===== config.mk =====
export PLATFORM = sky130hd
export DESIGN_NAME = spi_flash_reader
export DESIGN_NICKNAME = d
export VERILOG_FILES = /design/src/rtl/spi_flash_reader.sv
export SDC_FILE = /design/constraint.sdc
export NUM_CORES = 1
export LEC_CHECK = 0
export CORE_ASPECT_RATIO = 1.4
export CORE_MARGIN = 3
export CORE_UTILIZATION = 30
export DETAILED_ROUTE_END_ITERATION = 16
export PLACE_DENSITY = 0.59
export SLEW_MARGIN = 20
export SYNTH_ARGS = -nofsm -noshare
export SYNTH_HDL_FRONTEND = slang
export SYNTH_SLANG_ARGS = --single-unit

===== constraint.sdc =====
create_clock -name clk -period 2.9 [get_ports clk]
set_input_delay 0.58 -clock clk [delete_from_list [all_inputs] [get_ports clk]]
set_output_delay 0.58 -clock clk [all_outputs]
set_load 0.02 [all_outputs]

===== src/rtl/spi_flash_reader.sv =====
`default_nettype none
// ============================================================================
// Module   : spi_flash_reader
// Brief    : SPI mode-0 master that reads the JEDEC ID (0x9F) or a data block
//            from a serial flash and returns it as a ready/valid byte stream.
//            Define SPI_FLASH_READER_FAST_READ_EN for 0x0B fast read + 8 dummy clocks.
// Revision : 1.0 - initial release
// ============================================================================
module spi_flash_reader #(
    parameter int CLK_DIV    = 2,
    parameter int ADDR_BYTES = 3,
    parameter int LEN_W      = 16
) (
    input  logic                    clk,
    input  logic                    rstn,
    input  logic                    i_start,
    input  logic                    i_mode,
    input  logic [8*ADDR_BYTES-1:0] i_addr,
    input  logic [LEN_W-1:0]        i_len,
    output logic                    o_busy,
    output logic                    o_done,
    output logic                    o_tvalid,
    input  logic                    o_tready,
    output logic [7:0]              o_tdata,
    output logic                    o_tlast,
    output logic                    spi_ss,
    output logic                    spi_sck,
    output logic                    spi_mosi,
    input  logic                    spi_miso
);

`ifdef SPI_FLASH_READER_FAST_READ_EN
    localparam logic [7:0] c_READ_OP   = 8'h0B;
    localparam logic       c_FAST_READ = 1'b1;
`else
    localparam logic [7:0] c_READ_OP   = 8'h03;
    localparam logic       c_FAST_READ = 1'b0;
`endif
    localparam logic [7:0] c_ID_OP     = 8'h9F;
    localparam int         c_AW        = 8 * ADDR_BYTES;
    localparam logic [8:0] c_DIV_END   = 9'(CLK_DIV - 1);
    localparam logic [8:0] c_FIN_END   = 9'(2 * CLK_DIV - 1);
    localparam logic [2:0] c_ABYTE_END = 3'(ADDR_BYTES - 1);

    typedef enum logic [2:0] {
        IDLE  = 3'd0,
        CMD   = 3'd1,
        ADDR  = 3'd2,
        DUMMY = 3'd3,
        DATA  = 3'd4,
        HOLD  = 3'd5,
        FIN   = 3'd6
    } state_t;

    state_t            r_state;
    state_t            w_state_nxt;

    logic [8:0]        r_cnt;
    logic              r_sck;
    logic              r_ss;
    logic [2:0]        r_bit;
    logic [7:0]        r_tx;
    logic [7:0]        r_rx;
    logic [c_AW-1:0]   r_addr;
    logic [2:0]        r_abyte;
    logic              r_mode;
    logic [LEN_W-1:0]  r_remain;
    logic              r_tvalid;
    logic [7:0]        r_tdata;
    logic              r_tlast;
    logic              r_done;

    logic              w_accept;
    logic              w_zero_len;
    logic              w_shifting;
    logic              w_div_end;
    logic              w_stall;
    logic              w_rise;
    logic              w_fall;
    logic              w_byte_end;
    logic              w_last;
    logic              w_load;
    logic              w_tx_reload;
    logic              w_fin_end;

    assign w_accept   = (r_state == IDLE) && i_start && (i_len != '0);
    assign w_zero_len = (r_state == IDLE) && i_start && (i_len == '0);
    assign w_shifting = (r_state == CMD) || (r_state == ADDR) ||
                        (r_state == DUMMY) || (r_state == DATA);
    assign w_div_end  = (r_cnt == c_DIV_END);
    // A data byte may only start clocking once the output register has room.
    assign w_stall    = (r_state == DATA) && !r_sck && (r_bit == 3'd0) &&
                        r_tvalid && !o_tready;
    assign w_rise     = w_shifting && !r_sck && w_div_end && !w_stall;
    assign w_fall     = w_shifting && r_sck && w_div_end;
    assign w_byte_end = w_fall && (r_bit == 3'd7);
    assign w_last     = (r_remain == LEN_W'(1));
    assign w_load     = w_byte_end && (r_state == DATA);
    assign w_tx_reload = w_byte_end &&
                         (((r_state == CMD) && r_mode) ||
                          ((r_state == ADDR) && (r_abyte != c_ABYTE_END)));
    assign w_fin_end  = (r_state == FIN) && (r_cnt == c_FIN_END) &&
                        (!r_tvalid || o_tready);

    always_ff @(posedge clk or negedge rstn) begin
        if (!rstn) begin
            r_state <= IDLE;
        end else begin
            r_state <= w_state_nxt;
        end
    end

    always_comb begin
        w_state_nxt = r_state;
        unique case (r_state)
            IDLE:    if (w_accept) w_state_nxt = CMD;
            CMD:     if (w_byte_end) w_state_nxt = r_mode ? ADDR : DATA;
            ADDR:    if (w_byte_end && (r_abyte == c_ABYTE_END))
                         w_state_nxt = c_FAST_READ ? DUMMY : DATA;
            DUMMY:   if (w_byte_end) w_state_nxt = DATA;
            DATA:    if (w_byte_end && w_last) w_state_nxt = HOLD;
            HOLD:    if (w_div_end) w_state_nxt = FIN;
            FIN:     if (w_fin_end) w_state_nxt = IDLE;
            default: w_state_nxt = IDLE;
        endcase
    end

    always_ff @(posedge clk or negedge rstn) begin
        if (!rstn) begin
            r_cnt    <= '0;
            r_sck    <= 1'b0;
            r_ss     <= 1'b1;
            r_bit    <= '0;
            r_tx     <= '0;
            r_rx     <= '0;
            r_addr   <= '0;
            r_abyte  <= '0;
            r_mode   <= 1'b0;
            r_remain <= '0;
            r_done   <= 1'b0;
        end else begin
            r_done <= w_zero_len || w_fin_end;
            if (w_accept) begin
                r_mode   <= i_mode;
                r_addr   <= i_addr;
                r_remain <= i_len;
                r_abyte  <= '0;
                r_ss     <= 1'b0;
                r_sck    <= 1'b0;
                r_bit    <= '0;
                r_cnt    <= '0;
                r_tx     <= i_mode ? c_READ_OP : c_ID_OP;
            end else if (w_shifting) begin
                if (!w_stall) begin
                    r_cnt <= w_div_end ? 9'd0 : r_cnt + 9'd1;
                end
                if (w_rise) begin
                    r_sck <= 1'b1;
                    r_rx  <= {r_rx[6:0], spi_miso};
                end
                if (w_fall) begin
                    r_sck <= 1'b0;
                    r_bit <= r_bit + 3'd1;
                    if (w_tx_reload) begin
                        r_tx   <= r_addr[c_AW-1 -: 8];
                        r_addr <= r_addr << 8;
                    end else begin
                        r_tx <= {r_tx[6:0], 1'b0};
                    end
                    if (w_byte_end && (r_state == ADDR)) begin
                        r_abyte <= r_abyte + 3'd1;
                    end
                    if (w_load) begin
                        r_remain <= r_remain - LEN_W'(1);
                    end
                end
            end else if (r_state == HOLD) begin
                r_cnt <= w_div_end ? 9'd0 : r_cnt + 9'd1;
                if (w_div_end) begin
                    r_ss <= 1'b1;
                end
            end else if (r_state == FIN) begin
                if (r_cnt != c_FIN_END) begin
                    r_cnt <= r_cnt + 9'd1;
                end
            end
        end
    end

    // One-byte output register; only loaded when empty, so contents hold under back-pressure.
    always_ff @(posedge clk or negedge rstn) begin
        if (!rstn) begin
            r_tvalid <= 1'b0;
            r_tdata  <= '0;
            r_tlast  <= 1'b0;
        end else if (w_load) begin
            r_tvalid <= 1'b1;
            r_tdata  <= r_rx;
            r_tlast  <= w_last;
        end else if (r_tvalid && o_tready) begin
            r_tvalid <= 1'b0;
            r_tlast  <= 1'b0;
        end
    end

    assign o_busy   = (r_state != IDLE);
    assign o_done   = r_done;
    assign o_tvalid = r_tvalid;
    assign o_tdata  = r_tdata;
    assign o_tlast  = r_tlast;
    assign spi_ss   = r_ss;
    assign spi_sck  = r_sck;
    assign spi_mosi = ((r_state == CMD) || (r_state == ADDR)) ? r_tx[7] : 1'b0;

endmodule
`default_nettype wire


==> flow_metrics.py, run 1 <==
metrics = {
    "cts": {
        "cts_tree": "done",
        "post_cts_resized": 0,
        "h-tree-depth": 3,
        "clockRootBuffer": "clkbuf_16",
        "cts_buffers": 9,
        "clock_latency_ps": 340,
        "clk_pin_slew_ps": 60,
        "cts.sinks": 88,
        "ctsHoldBuffers": 0,
        "clockBufferDepth": 2,
        "postCtsSetupBuffers": 0,
    },
    "placed_design": {
        "port_buffers": 60,
        "place_ws_ps": 181,
        "gp_congestion": 0.836,
        "dp_hpwl_mm": 8.49,
    },
    "route": {
        "first_iter_violations": 169,
        "wirelength_mm": 11.5,
        "drt-pass1-iter-count": 4,
        "drt-vias-per-instance": 5.22,
        "dr_total_vias": 3724,
        "wl_per_cell_um": 16.1,
        "ant_nets": 0,
        "drc": 0,
    },
    "timing": {
        "fmax_mhz": 360,
        "min_period_over_period": 0.957,
        "fin_crit_ps": 2780,
        "worst_pin_slew_ps": 620,
        "maxSlewViolCount": 0,
        "rsz0062_at_grt": "no",
        "whs_ps": 246,
        "hold_viol": 0,
        "slew-limit-headroom": 0.582,
        "fin_worst_skew_ps": 7.91,
        "tns_ps": 0,
        "fin_ws_ps": 124,
        "finalSetupViolCount": 0,
    },
    "yosys": {
        "yosys_most_used_dff": "dfrtp_1",
        "syn_avg_cell_area_um2": 10.0,
        "synth_nets": 511,
        "synth_area_mm2": 0.00456,
        "yosysSeqAreaShare": 0.483,
        "yosysWarnings": 0,
        "synthArstFlopShare": 1.00,
        "synth_edf_count": 0,
        "syn_inst": 456,
        "ys_ff_latch": 88,
        "synth.distinct_cells": 62,
    },
    "hold_path": {
        "hold_class": "input pin to async pin",
    },
    "layout": {
        "final_common_cell": "dfrtp_1",
        "area_growth_pct": 25.6,
        "layout_common_cells": "dfrtp_1, clkdlybuf4s50_1, nand2_1",
        "nNetsFinal": 575,
        "drive_above_1_share": 0.128,
        "diodes": 0,
        "utilization": 0.390,
    },
    "global_route": {
        "antenna_found_initial": 0,
        "grt_max_degree": 48,
        "grt_use_total": 0.143,
        "grt_pass1_vias": 3823,
        "gr-total-overflow": 0,
        "grt_pass1_wl_mm": 19.0,
    },
    "pwr": {
        "total_power_w": 0.00263,
        "peakVddDrop_v": 0.000260,
        "power_density_mw_per_mm2": 459,
        "cellLeakagePower_nw": 2.42,
    },
    "critical_path": {
        "end_kind": "output port",
        "reg2reg_to": "r_tx[5]$_DFFE_PN0P_",
        "critPathArrivalTime_ps": 2200,
        "required_ps": 2320,
        "worstReg2RegStart": "r_state[0]$_DFFE_PN0P_",
        "crit_fanout": 16,
        "path_class": "flop to output port",
        "r2r_cells": 7,
        "startpoint_type": "flop",
        "regToRegSetupSlack_ps": 400,
    },
    "die": {
        "num_rows": 52,
        "core_mm2": 0.0147,
        "ios": 61,
        "die_w_um": 110,
        "dieArea_mm2": 0.0167,
        "start_util": 0.310,
        "die_y_um": 152,
    },
    "job": {
        "maxCapViolations": 0,
    },
    "status": {
        "status": "finished clean",
    },
}
power breakdown:
| part | switching, W | total (W) | internal (W) |
|---|---|---|---|
| clock network | 0.000497 | 0.00128 | 0.000785 |
| registers | 0.00000450 | 0.00124 | 0.00123 |
| logic | 0.0000446 | 0.000108 | 0.0000633 |
| total | 0.000546 | 0.00263 | 0.00208 |
cells in the mapped netlist, types with 6 or more instances:
master | count | area, um^2
a31oi_1 | 6 | 37.5
ha_1 | 9 | 113
o22ai_1 | 15 | 93.8
nor2_1 | 26 | 97.6
mux2_2 | 15 | 169
and3_1 | 8 | 50.1
dfrtp_1 | 87 | 2180
o21ai_0 | 27 | 135
buf_2 | 7 | 35.0
xor2_1 | 9 | 78.8
nand4_1 | 8 | 50.1
a21oi_1 | 22 | 110
a221o_1 | 6 | 60.1
mux2i_1 | 6 | 60.1
clkbuf_1 | 10 | 37.5
nor4_1 | 8 | 50.1
a22o_1 | 11 | 96.3
nand3_1 | 20 | 100
inv_1 | 22 | 82.6
nand2_1 | 55 | 206
flip-flops by register name, indices dropped and copies added (netlist names), 3 cells and up:
signal,cells
r_rx,8
r_state,3
r_abyte,3
r_tx,8
r_cnt,9
r_bit,3
o_tdata,8
r_remain,16
r_addr,24
kinds of logic (layout without fill, tap and decap cells):
| logic type | after synthesis | in the layout | share of synthesized area |
|---|---|---|---|
| DFF | 88 | 88 | 0.483 |
| AOI/OAI and AO/OA | 114 | 114 | 0.174 |
| adders and majority gates | 9 | 9 | 0.0247 |
| and+or+nand+nor | 167 | 167 | 0.199 |
| muxes | 21 | 21 | 0.0502 |
| buffers and inverters | 47 | 116 | 0.0497 |
| xor gates and xnor gates | 10 | 10 | 0.0192 |
per-layer routing:
layer | up-vias | track usage | part of all wire
li1 | 1787 | - | -
met1 | 1848 | 0.177 | 0.42
met2 | 79 | 0.245 | 0.54
met3 | 10 | 0.0263 | 0.031
met4 | 0 | 0.0493 | 0.012
met5 | - | 0 | 0
final cells by class:
class | instances | area (um^2)
clock inverter | 6 | 90.1
fill | 1503 | 8980
sequential | 88 | 2200
multi-input combinational | 321 | 2130
timing repair buffer | 78 | 746
clock buffer | 10 | 239
tap | 189 | 236
inverter | 22 | 82.6
worst max path at each step:
| stage | from | end | slack [ps] | cells past startpoint |
|---|---|---|---|---|
| after floorplan | r_state[1]$_DFFE_PN0P_ | r_tx[7]$_DFFE_PN0P_ | 760 | 7 |
| after global placement | i_len[11] | r_remain[8]$_DFFE_PN0P_ | 260 | 6 |
| after detailed placement | i_len[8] | r_remain[8]$_DFFE_PN0P_ | 180 | 6 |
| after CTS | r_state[0]$_DFFE_PN0P_ | o_busy | 110 | 3 |
| after global routing | r_state[0]$_DFFE_PN0P_ | o_busy | 10 | 3 |
| final | r_state[0]$_DFFE_PN0P_ | o_busy | 120 | 3 |
per-stage QoR:
stage                     std cells  cell area, um^2
after floorplan                 456             4560
after global placement          698             5400
after detailed placement        698             5400
after CTS                       714             5730
after global routing            714             5730
final                           714             5730
worst max-delay path, stage by stage, from the launching register on:
cell	delay [ps]
dfrtp_1	580
nor3_4	480
inv_1	210
clkdlybuf4s50_1	590
Note: power is estimated with default switching activity, not from simulation.
==> inputs of run 2 (changes only) <==
==> constraint.sdc (replaced) <==
create_clock -name clk -period 2.9 [get_ports clk]
set_input_delay 0.725 -clock clk [delete_from_list [all_inputs] [get_ports clk]]
set_output_delay 0.725 -clock clk [all_outputs]
set_load 0.02 [all_outputs]
==> flow_metrics.py, run 2 (same netlist as run 1, synthesis figures left out) <==
metrics = {
    "layout": {
        "largestRegisters": "r_addr: 24 flops, r_remain: 16 flops, r_cnt: 9 flops",
        "regArea_mm2": 0.00220,
        "stdcell_area_mm2": 0.00576,
        "layout_common_cells": "dfrtp_1, clkdlybuf4s50_1, nand2_1",
        "diodes": 0,
        "finalNonFillerCells": 715,
        "drive_above_1_share": 0.129,
        "final_common_cell": "dfrtp_1",
        "top_register": "r_addr",
        "area_growth_pct": 26.2,
        "multiInputGateArea_mm2": 0.00213,
        "largest_reg_flops": 24,
        "fillerInstances": 1515,
        "nNetsFinal": 578,
    },
    "timing": {
        "fin_worst_skew_ps": 7.65,
        "whs_ps": 452,
        "fin_ws_ps": 129,
        "hold_viol": 0,
        "slew-limit-headroom": 0.498,
        "worst_pin_slew_ps": 754,
        "fmax_mhz": 361,
        "finalSetupViolCount": 0,
        "tns_ps": 0,
        "fin_crit_ps": 2770,
        "rsz0062_at_grt": "no",
        "maxSlewViolCount": 0,
        "min_period_over_period": 0.956,
    },
    "global_route": {
        "grt_pass1_vias": 3800,
        "grt_max_degree": 59,
        "grt_use_total": 0.139,
        "gr-total-overflow": 0,
        "antenna_found_initial": 0,
        "grt_pass1_wl_mm": 18.8,
    },
    "route": {
        "first_iter_violations": 195,
        "ant_nets": 0,
        "drc": 0,
        "wirelength_mm": 11.4,
        "drt-pass1-iter-count": 4,
        "wl_per_cell_um": 15.9,
        "dr_total_vias": 3733,
        "drt-vias-per-instance": 5.22,
    },
    "critical_path": {
        "cp_cell_sequence": "nand2b_1 > a21oi_1 > clkdlybuf4s50_1",
        "path_class": "flop to output port",
        "crit_slowest_cell": "clkdlybuf4s50_1",
        "startpoint_type": "flop",
        "crit_fanout": 18,
        "end_kind": "output port",
        "crit_path_max_incr_delay_ps": 630,
        "required_ps": 2170,
        "critPathArrivalTime_ps": 2050,
    },
    "die": {
        "die_y_um": 152,
        "dieArea_mm2": 0.0167,
        "ios": 61,
        "die_w_um": 110,
        "num_rows": 52,
        "start_util": 0.310,
        "core_mm2": 0.0147,
    },
    "pwr": {
        "power_switching_w": 0.000514,
        "p_sw_frac": 0.199,
        "power_density_mw_per_mm2": 448,
        "cellLeakagePower_nw": 2.42,
        "power_frac_seq": 0.481,
        "peakVddDrop_v": 0.000228,
        "combPwrFrac": 0.042,
        "clockPowerShare": 0.478,
        "intPower_w": 0.00206,
    },
    "job": {
        "maxCapViolations": 0,
    },
    "status": {
        "status": "finished clean",
    },
    "cts": {
        "cts_buffers": 9,
        "h-tree-depth": 3,
        "cts.sinks": 88,
        "clk_pin_slew_ps": 60,
        "ctsHoldBuffers": 0,
        "clockRootBuffer": "clkbuf_16",
        "clockBufferDepth": 2,
        "postCtsSetupBuffers": 0,
        "clock_latency_ps": 340,
        "post_cts_resized": 0,
        "cts_tree": "done",
    },
    "placed_design": {
        "dpl.cell_count": 701,
        "place_ws_ps": 22.2,
        "dp_hpwl_mm": 8.33,
        "port_buffers": 60,
        "place_area_mm2": 0.00545,
        "gp_congestion": 0.862,
    },
    "hold_path": {
        "hold_class": "input pin to async pin",
    },
}
==> run 2: cell count changes in the layout (fill, tap and decap cells not counted), sizes merged <==
cell / change
buf: +3
inv: -2
==> run 2: cell type report <==
cell class / count / share of cell area
Clock buffer: 10 / 0.0415
Sequential cell: 88 / 0.383
Tap cell: 189 / 0.0411
Clock inverter: 4 / 0.0122
Multi-Input combinational cell: 321 / 0.370
Inverter: 22 / 0.0143
Timing Repair Buffer: 81 / 0.138
==> run 2: power by group through the flow <==
| stage | Combinational (W) | Sequential (W) | Clock, W |
|---|---|---|---|
| after floorplan | 0.00000768 | 0.00126 | 0 |
| after global placement | 0.000110 | 0.00126 | 0 |
| after detailed placement | 0.000110 | 0.00126 | 0 |
| after CTS | 0.000111 | 0.00124 | 0.00125 |
| after global routing | 0.000118 | 0.00124 | 0.00129 |
| final | 0.000107 | 0.00124 | 0.00123 |
==> run 2: per-stage QoR <==
stage | util | power [W]
final | 0.391 | 0.00258
after global routing | 0.391 | 0.00265
after CTS | 0.391 | 0.00260
after detailed placement | 0.370 | 0.00137
after global placement | 0.370 | 0.00137
after floorplan | - | 0.00127
==> run 2: critical path, delay by kind of cell (launching register included) <==
family                 cells  cell delay (ps)
AND/OR/NAND/NOR            1              300
buffers and inverters      1              630
AO/OA/AOI/OAI              1              180
flip-flops                 1              590
==> run 2: metal layers <==
| layer | wire (um) | GRT usage |
|---|---|---|
| met3 | 317 | 0.0191 |
| met1 | 4880 | 0.177 |
| met5 | 0 | 0 |
| met4 | 174 | 0.0528 |
| met2 | 5990 | 0.237 |
==> run 2: final timing paths <==
| kind | start | end | slack [ps] | cells past startpoint |
|---|---|---|---|---|
| hold / removal | rstn | o_tdata[1]$_DFFE_PN0P_ | 450 | 1 |
| setup / recovery | r_state[1]$_DFFE_PN0P_ | spi_mosi | 130 | 3 |
| setup reg to reg | r_state[2]$_DFFE_PN0P_ | r_remain[15]$_DFFE_PN0P_ | 520 | 6 |
| max in group asynchronous | rstn | r_addr[16]$_DFFE_PN0P_ | 1790 | 2 |
| min in group clk | o_tdata[4]$_DFFE_PN0P_ | o_tdata[4]$_DFFE_PN0P_ | 470 | 2 |
| hold reg to reg | o_tdata[4]$_DFFE_PN0P_ | o_tdata[4]$_DFFE_PN0P_ | 470 | 2 |
==> inputs of run 3 (changes only) <==
--- a/config.mk
+++ b/config.mk
@@ -6,7 +6,6 @@
 export NUM_CORES = 1
 export LEC_CHECK = 0
 export CORE_ASPECT_RATIO = 1.4
-export CORE_MARGIN = 3
 export CORE_UTILIZATION = 30
 export DETAILED_ROUTE_END_ITERATION = 16
 export PLACE_DENSITY = 0.59
==> flow_metrics.py, run 3 (same netlist as run 1, synthesis figures left out) <==
metrics = {
    "critical_path": {
        "path_class": "flop to output port",
        "startpoint_type": "flop",
        "crit_slowest_cell": "clkdlybuf4s50_1",
        "crit_fanout": 7,
        "path_buf_inv": 1,
        "cp_cell_sequence": "nand2b_1 > a21oi_1 > clkdlybuf4s50_1",
        "critPathArrivalTime_ps": 2020,
        "required_ps": 2170,
        "crit_family": "buffers and inverters",
        "end_kind": "output port",
        "crit_path_max_incr_delay_ps": 670,
    },
    "timing": {
        "fin_crit_ps": 2740,
        "fin_worst_skew_ps": 7.19,
        "worst_pin_slew_ps": 727,
        "fmax_mhz": 365,
        "min_period_over_period": 0.945,
        "hold_viol": 0,
        "finalSetupViolCount": 0,
        "maxSlewViolCount": 0,
        "rsz0062_at_grt": "no",
        "tns_ps": 0,
        "slew-limit-headroom": 0.514,
    },
    "pwr": {
        "cellLeakagePower_nw": 2.45,
        "total_power_w": 0.00272,
        "power_density_mw_per_mm2": 468,
        "peakVddDrop_v": 0.000303,
    },
    "die": {
        "dieArea_mm2": 0.0157,
        "ios": 61,
        "die_y_um": 148,
        "num_rows": 53,
        "start_util": 0.306,
        "core_mm2": 0.0149,
        "die_w_um": 106,
    },
    "route": {
        "drt-vias-per-instance": 5.15,
        "drt-pass1-iter-count": 10,
        "dr_total_vias": 3722,
        "wl_per_cell_um": 15.3,
        "drc": 1,
        "first_iter_violations": 152,
        "ant_nets": 0,
        "wirelength_mm": 11.1,
    },
    "layout": {
        "top_register": "r_addr",
        "diodes": 0,
        "final_common_cell": "dfrtp_1",
        "area_growth_pct": 27.5,
        "finalNonFillerCells": 723,
        "largestRegisters": "r_addr: 24 flops, r_remain: 16 flops, r_cnt: 9 flops",
        "largest_reg_flops": 24,
        "drive_above_1_share": 0.137,
        "nNetsFinal": 581,
        "layout_common_cells": "dfrtp_1, clkdlybuf4s50_1, nand2_1",
    },
    "cts": {
        "clock_latency_ps": 340,
        "cts_buffers": 9,
        "clk_pin_slew_ps": 60,
        "h-tree-depth": 3,
        "clockBufferDepth": 2,
        "post_cts_resized": 0,
        "postCtsSetupBuffers": 0,
        "clockRootBuffer": "clkbuf_16",
        "cts_tree": "done",
        "cts.sinks": 88,
        "ctsHoldBuffers": 0,
    },
    "placed_design": {
        "dpl.cell_count": 707,
        "gp_congestion": 0.834,
        "port_buffers": 60,
        "dp_hpwl_mm": 8.30,
    },
    "job": {
        "maxCapViolations": 0,
    },
    "global_route": {
        "grt_pass1_wl_mm": 18.6,
        "grt_use_total": 0.150,
        "grt_max_degree": 40,
        "antenna_found_initial": 0,
        "grt_pass1_vias": 3822,
        "gr-total-overflow": 0,
    },
    "hold_path": {
        "hold_class": "input pin to async pin",
    },
    "status": {
        "violations": "design-rule violations",
        "status": "complete, but fails checks",
    },
}
-- run 3: cell count changes in the layout (fill, tap and decap cells not counted), sizes merged --
cell | previous run | this run
clkinv | 2 | 1
clkinvlp | 0 | 1
bufinv | 2 | 3
inv | 22 | 23
buf | 22 | 25
-- run 3: final timing paths --
| check | startpoint | to | slack [ps] | cells after the start |
|---|---|---|---|---|
| min | rstn | r_addr[4]$_DFFE_PN0P_ | 300 | 1 |
| min reg2reg | o_tdata[4]$_DFFE_PN0P_ | o_tdata[4]$_DFFE_PN0P_ | 480 | 2 |
| min in group clk | o_tdata[4]$_DFFE_PN0P_ | o_tdata[4]$_DFFE_PN0P_ | 480 | 2 |
| max in group asynchronous | rstn | r_remain[4]$_DFFE_PN0P_ | 1950 | 2 |
| max reg2reg | r_state[1]$_DFFE_PN0P_ | r_remain[11]$_DFFE_PN0P_ | 470 | 6 |
| max | r_state[1]$_DFFE_PN0P_ | spi_mosi | 160 | 3 |
-- run 3: layout make-up --
type / instances / area, um^2
clock buffers: 10 / 239
clock inverters: 6 / 115
fillers: 1440 / 9110
inverters: 22 / 82.6
repair buffers: 84 / 803
well taps: 192 / 240
flip-flops and latches: 88 / 2200
multi-input cells: 321 / 2130
-- run 3: worst register-to-register path, stage by stage (launching register included) --
cell,delay (ps)
dfrtp_1,460
buf_4,220
nor3b_2,280
and4_1,500
nand3_1,260
or4_1,450
a31oi_1,190
-- run 3: power breakdown --
part / internal, W / switching, W / total, W
Combinational: 0.0000642 / 0.0000442 / 0.000108
Sequential: 0.00123 / 0.00000459 / 0.00124
Clock: 0.000870 / 0.000507 / 0.00138
Total: 0.00217 / 0.000555 / 0.00272
-- run 3: metrics by stage --
step	worst slack, ps	area [um^2]	hold slack, ps	util
after floorplan	744	4560	429	-
after global placement	156	5460	457	0.366
after detailed placement	-27.1	5460	466	0.366
after CTS	169	5810	313	0.390
after global routing	126	5810	336	0.390
final	159	5810	299	0.390
-- run 3: metal layers --
| layer | vias to the layer above | track usage | routed length (um) |
|---|---|---|---|
| li1 | 1798 | - | - |
| met4 | 0 | 0.0736 | 254 |
| met2 | 75 | 0.257 | 5800 |
| met1 | 1828 | 0.183 | 4710 |
| met5 | - | 0 | 0 |
| met3 | 21 | 0.0207 | 288 |
